<file path="config.mk">
export PLATFORM = sky130hd
export DESIGN_NAME = spi_slave_ctrl
export DESIGN_NICKNAME = d
export VERILOG_FILES = /design/src/rtl/spi_pkg.sv /design/src/rtl/spi_sync.sv /design/src/rtl/spi_slave_ctrl.sv
export SDC_FILE = /design/constraint.sdc
export NUM_CORES = 1
export LEC_CHECK = 0
export BUFFER_PORTS_ARGS = -buffer_cell sky130_fd_sc_hd__buf_2
export CELL_PAD_IN_SITES_DETAIL_PLACEMENT = 0
export CELL_PAD_IN_SITES_GLOBAL_PLACEMENT = 1
export CORE_UTILIZATION = 43
export DETAILED_ROUTE_END_ITERATION = 8
export GPL_TIMING_DRIVEN = 0
export PLACE_DENSITY_LB_ADDON = 0.08
export SLEW_MARGIN = 5
export SYNTH_ARGS = -nofsm -noshare
export SYNTH_HDL_FRONTEND = slang
export SYNTH_SLANG_ARGS = --single-unit
export TNS_END_PERCENT = 20
</file>
<file path="constraint.sdc">
create_clock -name clk_i -period 1.8 [get_ports clk_i]
set_input_delay 0.09 -clock clk_i [delete_from_list [all_inputs] [get_ports clk_i]]
set_output_delay 0.09 -clock clk_i [all_outputs]
set_load 0.05 [all_outputs]
</file>
<file path="src/rtl/spi_pkg.sv">
// Shared definitions for the SPI responder.
//   - Mode-3 bus constants (clock idle level, sample and drive edges)
//   - FSM state encoding
//   - Default fill bit used to build FILL_BYTE
package spi_pkg;

    // Mode 3: clock idles high, drive on falling edge, sample on rising edge.
    localparam logic SPI_CLK_IDLE = 1'b1;

    typedef enum logic {
        SpiEdgeRise,
        SpiEdgeFall
    } spi_edge_e;

    localparam spi_edge_e SPI_SAMPLE_EDGE = SpiEdgeRise;
    localparam spi_edge_e SPI_DRIVE_EDGE  = SpiEdgeFall;

    // FILL_BYTE defaults to every bit set to this value.
    localparam logic SPI_FILL_BIT = 1'b1;

    typedef enum logic [1:0] {
        StIdle,
        StLoad,
        StShift,
        StDone
    } spi_state_e;

endpackage

</file>
<file path="src/rtl/spi_sync.sv">
// Single-bit multi-flop synchroniser.
// Ports:
//   clk_i  system clock
//   rst_i  asynchronous active-high reset (all stages load RESET_VAL)
//   d_i    asynchronous input
//   q_o    synchronised output
module spi_sync #(
    parameter int unsigned SYNC_STAGES = 2,
    parameter logic        RESET_VAL   = 1'b0
) (
    input  logic clk_i,
    input  logic rst_i,
    input  logic d_i,
    output logic q_o
);

    logic [SYNC_STAGES-1:0] sync_q;
    logic [SYNC_STAGES-1:0] sync_d;

    always_comb begin
        sync_d = {sync_q[SYNC_STAGES-2:0], d_i};
    end

    always_ff @(posedge clk_i or posedge rst_i) begin
        if (rst_i) begin
            sync_q <= {SYNC_STAGES{RESET_VAL}};
        end else begin
            sync_q <= sync_d;
        end
    end

    assign q_o = sync_q[SYNC_STAGES-1];

endmodule

</file>
<file path="src/rtl/spi_slave_ctrl.sv">
// SPI mode-3 responder. Oversamples SCLK/CS/MOSI in the clk_i domain, deserialises MSB-first
// bytes to a local consumer and serialises bytes from a local producer onto MISO.
// Optional feature macro: SPI_SLAVE_STATUS_EN (sticky overrun/underrun flags).
// Ports:
//   clk_i, rst_i                      system clock, async active-high reset
//   spi_clk_i, spi_cs_n_i, spi_mosi_i SPI pins in (asynchronous)
//   spi_miso_o, spi_miso_oe_o         SPI data out and its output enable
//   tx_data_i, tx_valid_i, tx_ready_o TX holding buffer handshake
//   rx_data_o, rx_valid_o, rx_ack_i   received byte, level valid, consumer ack
//   busy_o                            frame in progress
//   status_clr_i                      clears sticky flags
//   rx_overrun_o, tx_underrun_o       sticky status flags
module spi_slave_ctrl
    import spi_pkg::*;
#(
    parameter int unsigned       DATA_W      = 8,
    parameter int unsigned       SYNC_STAGES = 2,
    parameter logic [DATA_W-1:0] FILL_BYTE   = {DATA_W{SPI_FILL_BIT}}
) (
    input  logic              clk_i,
    input  logic              rst_i,
    input  logic              spi_clk_i,
    input  logic              spi_cs_n_i,
    input  logic              spi_mosi_i,
    output logic              spi_miso_o,
    output logic              spi_miso_oe_o,
    input  logic [DATA_W-1:0] tx_data_i,
    input  logic              tx_valid_i,
    output logic              tx_ready_o,
    output logic [DATA_W-1:0] rx_data_o,
    output logic              rx_valid_o,
    input  logic              rx_ack_i,
    output logic              busy_o,
    input  logic              status_clr_i,
    output logic              rx_overrun_o,
    output logic              tx_underrun_o
);

    localparam int unsigned CNT_W = $clog2(DATA_W) + 1;

    logic sclk_s, cs_n_s, mosi_s;
    logic sclk_d1_q, cs_n_d1_q;
    logic sclk_rise, sclk_fall, cs_fall;

    spi_state_e        state_q, state_d;
    logic [DATA_W-1:0] shift_q, shift_d;
    logic [CNT_W-1:0]  cnt_q, cnt_d;
    logic              miso_q, miso_d;
    logic              miso_oe_q;
    logic [DATA_W-1:0] hold_q, hold_d;
    logic              hold_full_q, hold_full_d;
    logic [DATA_W-1:0] rx_data_q, rx_data_d;
    logic              rx_valid_q, rx_valid_d;
    logic              busy_q;
    logic              ovr_set, udr_set;

    spi_sync #(.SYNC_STAGES(SYNC_STAGES), .RESET_VAL(SPI_CLK_IDLE)) u_sync_sclk (
        .clk_i (clk_i),
        .rst_i (rst_i),
        .d_i   (spi_clk_i),
        .q_o   (sclk_s)
    );

    // CS chain and its delayed copy reset low so that a CS held low across reset never looks
    // like a fresh falling edge; a frame starts only after CS has been seen high.
    spi_sync #(.SYNC_STAGES(SYNC_STAGES), .RESET_VAL(1'b0)) u_sync_cs (
        .clk_i (clk_i),
        .rst_i (rst_i),
        .d_i   (spi_cs_n_i),
        .q_o   (cs_n_s)
    );

    spi_sync #(.SYNC_STAGES(SYNC_STAGES), .RESET_VAL(1'b0)) u_sync_mosi (
        .clk_i (clk_i),
        .rst_i (rst_i),
        .d_i   (spi_mosi_i),
        .q_o   (mosi_s)
    );

    assign sclk_rise = sclk_s & ~sclk_d1_q;
    assign sclk_fall = ~sclk_s & sclk_d1_q;
    assign cs_fall   = ~cs_n_s & cs_n_d1_q;

    always_comb begin
        state_d     = state_q;
        shift_d     = shift_q;
        cnt_d       = cnt_q;
        miso_d      = miso_q;
        hold_d      = hold_q;
        hold_full_d = hold_full_q;
        rx_data_d   = rx_data_q;
        rx_valid_d  = rx_valid_q & ~rx_ack_i;
        ovr_set     = 1'b0;
        udr_set     = 1'b0;

        if (tx_valid_i && !hold_full_q) begin
            hold_d      = tx_data_i;
            hold_full_d = 1'b1;
        end

        unique case (state_q)
            StIdle: begin
                cnt_d = '0;
                if (cs_fall) begin
                    state_d = StLoad;
                end
            end
            StLoad: begin
                cnt_d = '0;
                if (cs_n_s) begin
                    state_d = StIdle;
                end else begin
                    state_d = StShift;
                    if (hold_full_q) begin
                        shift_d     = hold_q;
                        hold_full_d = 1'b0;
                    end else begin
                        // A byte offered this cycle lands in the buffer for the next LOAD.
                        shift_d = FILL_BYTE;
                        udr_set = 1'b1;
                    end
                end
            end
            StShift: begin
                if (cs_n_s) begin
                    state_d = StIdle;
                    cnt_d   = '0;
                end else begin
                    if (sclk_fall) begin
                        miso_d = shift_q[DATA_W-1];
                    end
                    if (sclk_rise) begin
                        shift_d = {shift_q[DATA_W-2:0], mosi_s};
                        cnt_d   = cnt_q + 1'b1;
                        if (cnt_q == CNT_W'(DATA_W - 1)) begin
                            state_d = StDone;
                        end
                    end
                end
            end
            StDone: begin
                rx_data_d  = shift_q;
                rx_valid_d = 1'b1;
                ovr_set    = rx_valid_q & ~rx_ack_i;
                state_d    = cs_n_s ? StIdle : StLoad;
            end
            default: state_d = StIdle;
        endcase
    end

    always_ff @(posedge clk_i or posedge rst_i) begin
        if (rst_i) begin
            state_q     <= StIdle;
            shift_q     <= '0;
            cnt_q       <= '0;
            miso_q      <= 1'b0;
            miso_oe_q   <= 1'b0;
            hold_q      <= '0;
            hold_full_q <= 1'b0;
            rx_data_q   <= '0;
            rx_valid_q  <= 1'b0;
            busy_q      <= 1'b0;
            sclk_d1_q   <= SPI_CLK_IDLE;
            cs_n_d1_q   <= 1'b0;
        end else begin
            state_q     <= state_d;
            shift_q     <= shift_d;
            cnt_q       <= cnt_d;
            miso_q      <= miso_d;
            miso_oe_q   <= (state_d != StIdle);
            hold_q      <= hold_d;
            hold_full_q <= hold_full_d;
            rx_data_q   <= rx_data_d;
            rx_valid_q  <= rx_valid_d;
            busy_q      <= (state_d != StIdle);
            sclk_d1_q   <= sclk_s;
            cs_n_d1_q   <= cs_n_s;
        end
    end

    assign spi_miso_o    = miso_q;
    assign spi_miso_oe_o = miso_oe_q;
    assign tx_ready_o    = ~hold_full_q;
    assign rx_data_o     = rx_data_q;
    assign rx_valid_o    = rx_valid_q;
    assign busy_o        = busy_q;

`ifdef SPI_SLAVE_STATUS_EN
    logic ovr_q, ovr_d, udr_q, udr_d;

    always_comb begin
        ovr_d = ovr_q | ovr_set;
        udr_d = udr_q | udr_set;
        if (status_clr_i) begin
            ovr_d = 1'b0;
            udr_d = 1'b0;
        end
    end

    always_ff @(posedge clk_i or posedge rst_i) begin
        if (rst_i) begin
            ovr_q <= 1'b0;
            udr_q <= 1'b0;
        end else begin
            ovr_q <= ovr_d;
            udr_q <= udr_d;
        end
    end

    assign rx_overrun_o  = ovr_q;
    assign tx_underrun_o = udr_q;
`else
    logic unused_status;
    assign unused_status = ^{status_clr_i, ovr_set, udr_set};

    assign rx_overrun_o  = 1'b0;
    assign tx_underrun_o = 1'b0;
`endif

endmodule

</file>
# Word level (Yosys, flattened, before mapping)
# Index checks and enable logic that the tools add are counted.
word_totals:
  ff_bits: 42
  in_bits: 16
  wordCells: 62
classes:
  addsub: 1
  n_eq_ne: 8
  mux: 20
  n_bitwise: 9
  reduce_logical: 10
ops:
  columns: ["cell", "n"]
  rows:
  - ["2-to-1 mux 8 bit", 4]
  - ["one-hot mux 8 bit (2 select lines)", 1]
  - ["2-to-1 mux 2 bit", 5]
  - ["2-to-1 mux 4 bit", 2]
  - ["one-hot mux 2 bit (4 select lines)", 1]
  - ["one-hot mux 4 bit (2 select lines)", 1]
  - ["2-to-1 mux 1 bit", 6]
  - ["!= test 2 bit (second input constant)", 3]
  - ["nonzero test 2 bit", 3]
  - ["NOT 1 bit", 5]
  - ["adder 4 x 1 -> 4 bit (second input constant)", 1]
  - ["AND 1 bit", 4]
  - ["equality test 2 bit (second input constant)", 2]
  - ["equality test 4 x 3 -> 1 bit (second input constant)", 1]
  - ["AND reduction 4 bit", 1]
  - ["!= test 3 x 2 -> 1 bit (second input constant)", 1]
  - ["AND reduction 3 bit", 1]
  - ["equality test 2 x 1 -> 1 bit (second input constant)", 1]
  - ["logical NOT 2 bit", 1]
  - ["AND reduction 2 bit", 1]
  - ["OR reduction 2 bit", 1]
  - ["logical AND 1 bit", 1]
  - ["logical NOT 1 bit", 1]

# Depth between registers and ports, before layout
depth:
  word_depth: 6
  mapped_depth: 6
  mapped_depth_nobuf: 5

# Cells and area by module
# Synthesis repeated with hierarchy kept, for this count alone.
hier_totals:
  hier_cells: 149
  area_unflattened_um2: 1762.9
modules_own_cells:
  columns: ["mod", "instances", "cells_per_inst", "area_per_inst_um2"]
  rows:
  - ["spi_slave_ctrl", 1, 140, 1599.0]
  - ["spi_sync at u_sync_cs ...", 2, 3, 53.8]
  - ["spi_sync at u_sync_sclk", 1, 3, 56.3]

# Least setup slack after synthesis
# No wires, ideal clock.
synth_timing:
  path_type: "register to register"
  startpoint: "reg u_sync_sclk.sync_q[1]"
  endpoint: "reg cnt_q[3]"
  setup_time_ns: 0.088
  t_arrival_ns: 1.358
  required_time_ns: 1.712
  setup_slack_ns: 0.354
  stages_incl_launch_ff: 5
  n_path_buf: 0
  synth_period_minus_slack_ns: 1.446
  cell_sequence: "dfstp_2 nor2b_4 nand4_1 or4_1 o211ai_1"
synth_via:
  elab_chain_len: 3
synth_lines:
  columns: ["element", "line_no", "text"]
  rows:
  - ["start, declared", "spi_sync.sv:17", "logic [SYNC_STAGES-1:0] sync_q;"]
  - ["start signal, assigned", "spi_sync.sv:26", "sync_q <= {SYNC_STAGES{RESET_VAL}};"]
  - ["start signal, assigned", "spi_sync.sv:28", "sync_q <= sync_d;"]
  - ["AND 1 bit", "spi_slave_ctrl.sv:80", "assign sclk_rise = sclk_s & ~sclk_d1_q;"]
  - ["!= test 3 x 2 -> 1 bit (no source line)", null, null]
  - ["AND reduction 2 bit (no source line)", null, null]
  - ["end signal, assigned", "spi_slave_ctrl.sv:168", "cnt_q <= cnt_d;"]
  - ["end, declared", "spi_slave_ctrl.sv:47", "logic [CNT_W-1:0] cnt_q, cnt_d;"]
# No other way between the ends.
# A chain may end at the register's enable or synchronous reset.

# Final worst setup path
# Ends and elaborated chain as after synthesis.

==> results.py <==
metrics = {
    "run_status": {
        "status": "completed",
    },
    "synth": {
        "synth_flop_cell": "dfrtp_1",
        "ys_ff_latch": 42,
        "avgSynthCellArea_um2": 12.0,
        "synth_cell_type_count": 30,
        "asyncSetResetFlopFracSynth_pct": 100,
        "synthesis.instances": 146,
        "synthesis.area_mm2": 0.00176,
        "seq_area_frac_synth_pct": 60.1,
        "yosysWarnings": 0,
        "synth_edf_count": 0,
    },
    "cells_and_area": {
        "final_area_mm2": 0.00212,
        "nNetsFinal": 203,
        "drive_gt1_share_pct": 34.4,
        "fin_util_pct": 55.7,
        "area_growth_pct": 20.6,
        "fill_cells": 343,
        "antenna_cells": 0,
        "stdcell_count": 234,
    },
    "clock_tree": {
        "cts-resized-gates": 0,
        "cts_buffer_depth": 2,
        "insertion_delay_ns": 0.29,
        "cts_root_buf": "clkbuf_8",
        "cts_num_sinks": 42,
        "clkTransAtPathRegs_ns": 0.08,
        "cts_buffers": 5,
        "htreeDepth": 2,
        "cts_tree": "built",
    },
    "timing": {
        "hold_viol": 0,
        "relSlewSlack_pct": 43.5,
        "finClkSkew_ns": 0.00551,
        "fin_crit_sh_pct": 85.9,
        "rsz0062_at_grt": "false",
        "holdWs_ns": 0.0322,
        "worst_pin_slew_ns": 0.846,
        "fin_ws_ns": 0.254,
        "setup_viol": 0,
        "finalMaxSlewViolations": 0,
        "tns_ns": 0,
        "max_freq_mhz": 647,
        "period_needed_ns": 1.55,
    },
    "drt": {
        "wl_per_cell_um": 13.1,
        "finalWirelength_um": 3070,
        "via_per_inst": 4.97,
        "drt-pass1-iter-count": 4,
        "ant_nets": 0,
        "drt_iter0_markers": 49,
        "drc": 0,
        "vias": 1162,
    },
    "floorplanning": {
        "start_util_pct": 46.2,
        "num_rows": 22,
        "die_area_mm2": 0.00434,
        "core_mm2": 0.00380,
        "die_w_um": 65.9,
        "dieHeight_um": 65.9,
        "io_pins": 31,
    },
    "global_routing": {
        "grt_pass1_vias": 1077,
        "grt_pass1_wl_um": 5290,
        "grt_max_degree": 43,
        "grt_overflow_total": 0,
        "grtUsageTotal_pct": 16.8,
        "grt_antenna_before_repair": 0,
    },
    "placement": {
        "dp.cells": 222,
        "io_buffer_count": 27,
        "post-place-ws_ns": 0.260,
        "dp_hpwl_um": 2090,
        "gp_congestion": 0.724,
        "place_area_mm2": 0.00195,
    },
    "critical_path": {
        "startpoint_type": "register",
        "path_class": "register to register",
        "crit_path_max_fanout": 5,
        "reg2reg_from": "u_sync_sclk.sync_q[1]",
        "required_ns": 2.00,
        "end_kind": "register",
        "ff2ff_path_depth": 4,
        "reg2reg_setup_slack_ns": 0.25,
        "r2r_end": "cnt_q[3]",
        "crit_arrival_ns": 1.75,
    },
    "min_path": {
        "hp-class": "input pin to register",
        "hold_end": "hold_q[2]",
        "hold_path_startpoint": "tx_data_i[2]",
        "hold_depth": 2,
    },
    "power_and_ir_drop": {
        "p_leak_nw": 1.00,
        "powerDensity_mw_per_mm2": 1530,
        "peakVddDrop_v": 0.000816,
        "power_mw": 3.25,
    },
    "run": {
        "drv_cap": 0,
    },
}
-- kinds of logic (layout without fill, tap and decap cells) --
kind of cell	count (synthesis)	count (layout)	share of synthesized area [%]
compound gates	26	26	7.91
flops	42	42	60.1
other cells	1	2	0.214
buf+inv	16	55	4.92
fa+ha+maj	1	1	0.713
simple gates	40	40	13.5
mux	20	20	12.6
-- report_power, final --
group          switching [mW]  internal (mW)  total [mW]
Combinational           0.703          0.394        1.10
Clock                   0.299          0.444       0.743
Sequential              0.164           1.24        1.41
Total                    1.17           2.08        3.25
-- worst max path at each step --
stage / startpoint / end / slack [ns] / depth (start not counted)
final: u_sync_sclk.sync_q[1] / cnt_q[3] / 0.25 / 4
after global routing: state_q[0] / spi_miso_o / 0.19 / 4
after CTS: u_sync_sclk.sync_q[1] / cnt_q[3] / 0.25 / 4
after detailed placement: u_sync_sclk.sync_q[1] / cnt_q[3] / 0.26 / 4
after global placement: rst_i / hold_q[3] / 0.25 / 2
after floorplan: u_sync_sclk.sync_q[1] / cnt_q[3] / 0.35 / 4
-- metal layers --
layer,global-route usage (%),vias up,routed length (um)
met4,5.71,0,13
li1,-,577,-
met5,0,-,0
met3,5.34,2,151
met2,21.4,30,1290
met1,26.1,553,1620
-- cells in the final DEF, fill, tap and decap left out, drive strengths merged, types with 2 or more instances in the layout --
master and n:
dfrtp 39, buf 35, o21ai 21, mux2 17, nand2 12, clkbuf 9
nand3b 8, dlygate4sd3 5, inv 5, nand2b 4, nor2 3, mux2i 3
dfstp 3, nor2b 3, a21oi 2, nor3 2, and2 2, conb 2
-- area by class of cell --
cell class | instances | area, um^2 | area share [%]
repair buffers | 32 | 185 | 8.75
plain buffers | 11 | 67.6 | 3.19
clock buffers | 6 | 82.6 | 3.90
clock inverters | 1 | 30.0 | 1.42
inverters | 5 | 18.8 | 0.887
multi-input cells | 89 | 618 | 29.2
flip-flops and latches | 42 | 1050 | 49.8
well taps | 48 | 60.1 | 2.84
-- worst max-delay path, stage by stage, from the launching register on --
cell      delay [ns]
dfstp_2         0.56
nor2b_4         0.22
nand4_1         0.13
or4_1           0.48
o211ai_1        0.09
-- synth_stat cells (2+ instances only) --
master / count / share of area (%)
clkbuf_1: 3 / 0.64
mux2i_1: 3 / 1.7
nor2b_1: 2 / 0.71
nor2_1: 3 / 0.64
nand3b_1: 8 / 3.4
nand2_1: 12 / 2.6
and2_1: 2 / 0.71
o21ai_0: 21 / 6.0
mux2_2: 17 / 11
inv_1: 5 / 1.1
nand2b_1: 4 / 1.4
buf_2: 3 / 0.86
a21oi_1: 2 / 0.57
nor3_1: 2 / 0.57
dfrtp_1: 39 / 56
dfstp_2: 3 / 4.5
buf_4: 4 / 1.7
-- sequential cells by signal, indices dropped and copies added, names as in the netlist --
signal	cells
busy_o	1
cs_n_d1_q	1
u_sync_mosi.sync_q	2
shift_q	8
hold_full_q	1
hold_q	8
rx_valid_o	1
rx_data_o	8
state_q	2
sclk_d1_q	1
u_sync_cs.sync_q	2
u_sync_sclk.sync_q	2
spi_miso_o	1
cnt_q	4
-- repair_timing --
item                                   CTS  global route
endpoints found under the hold margin   11             0
setup buffers                            0             0
hold buffers                             5             0
Power figures use the tool's default switching activity.
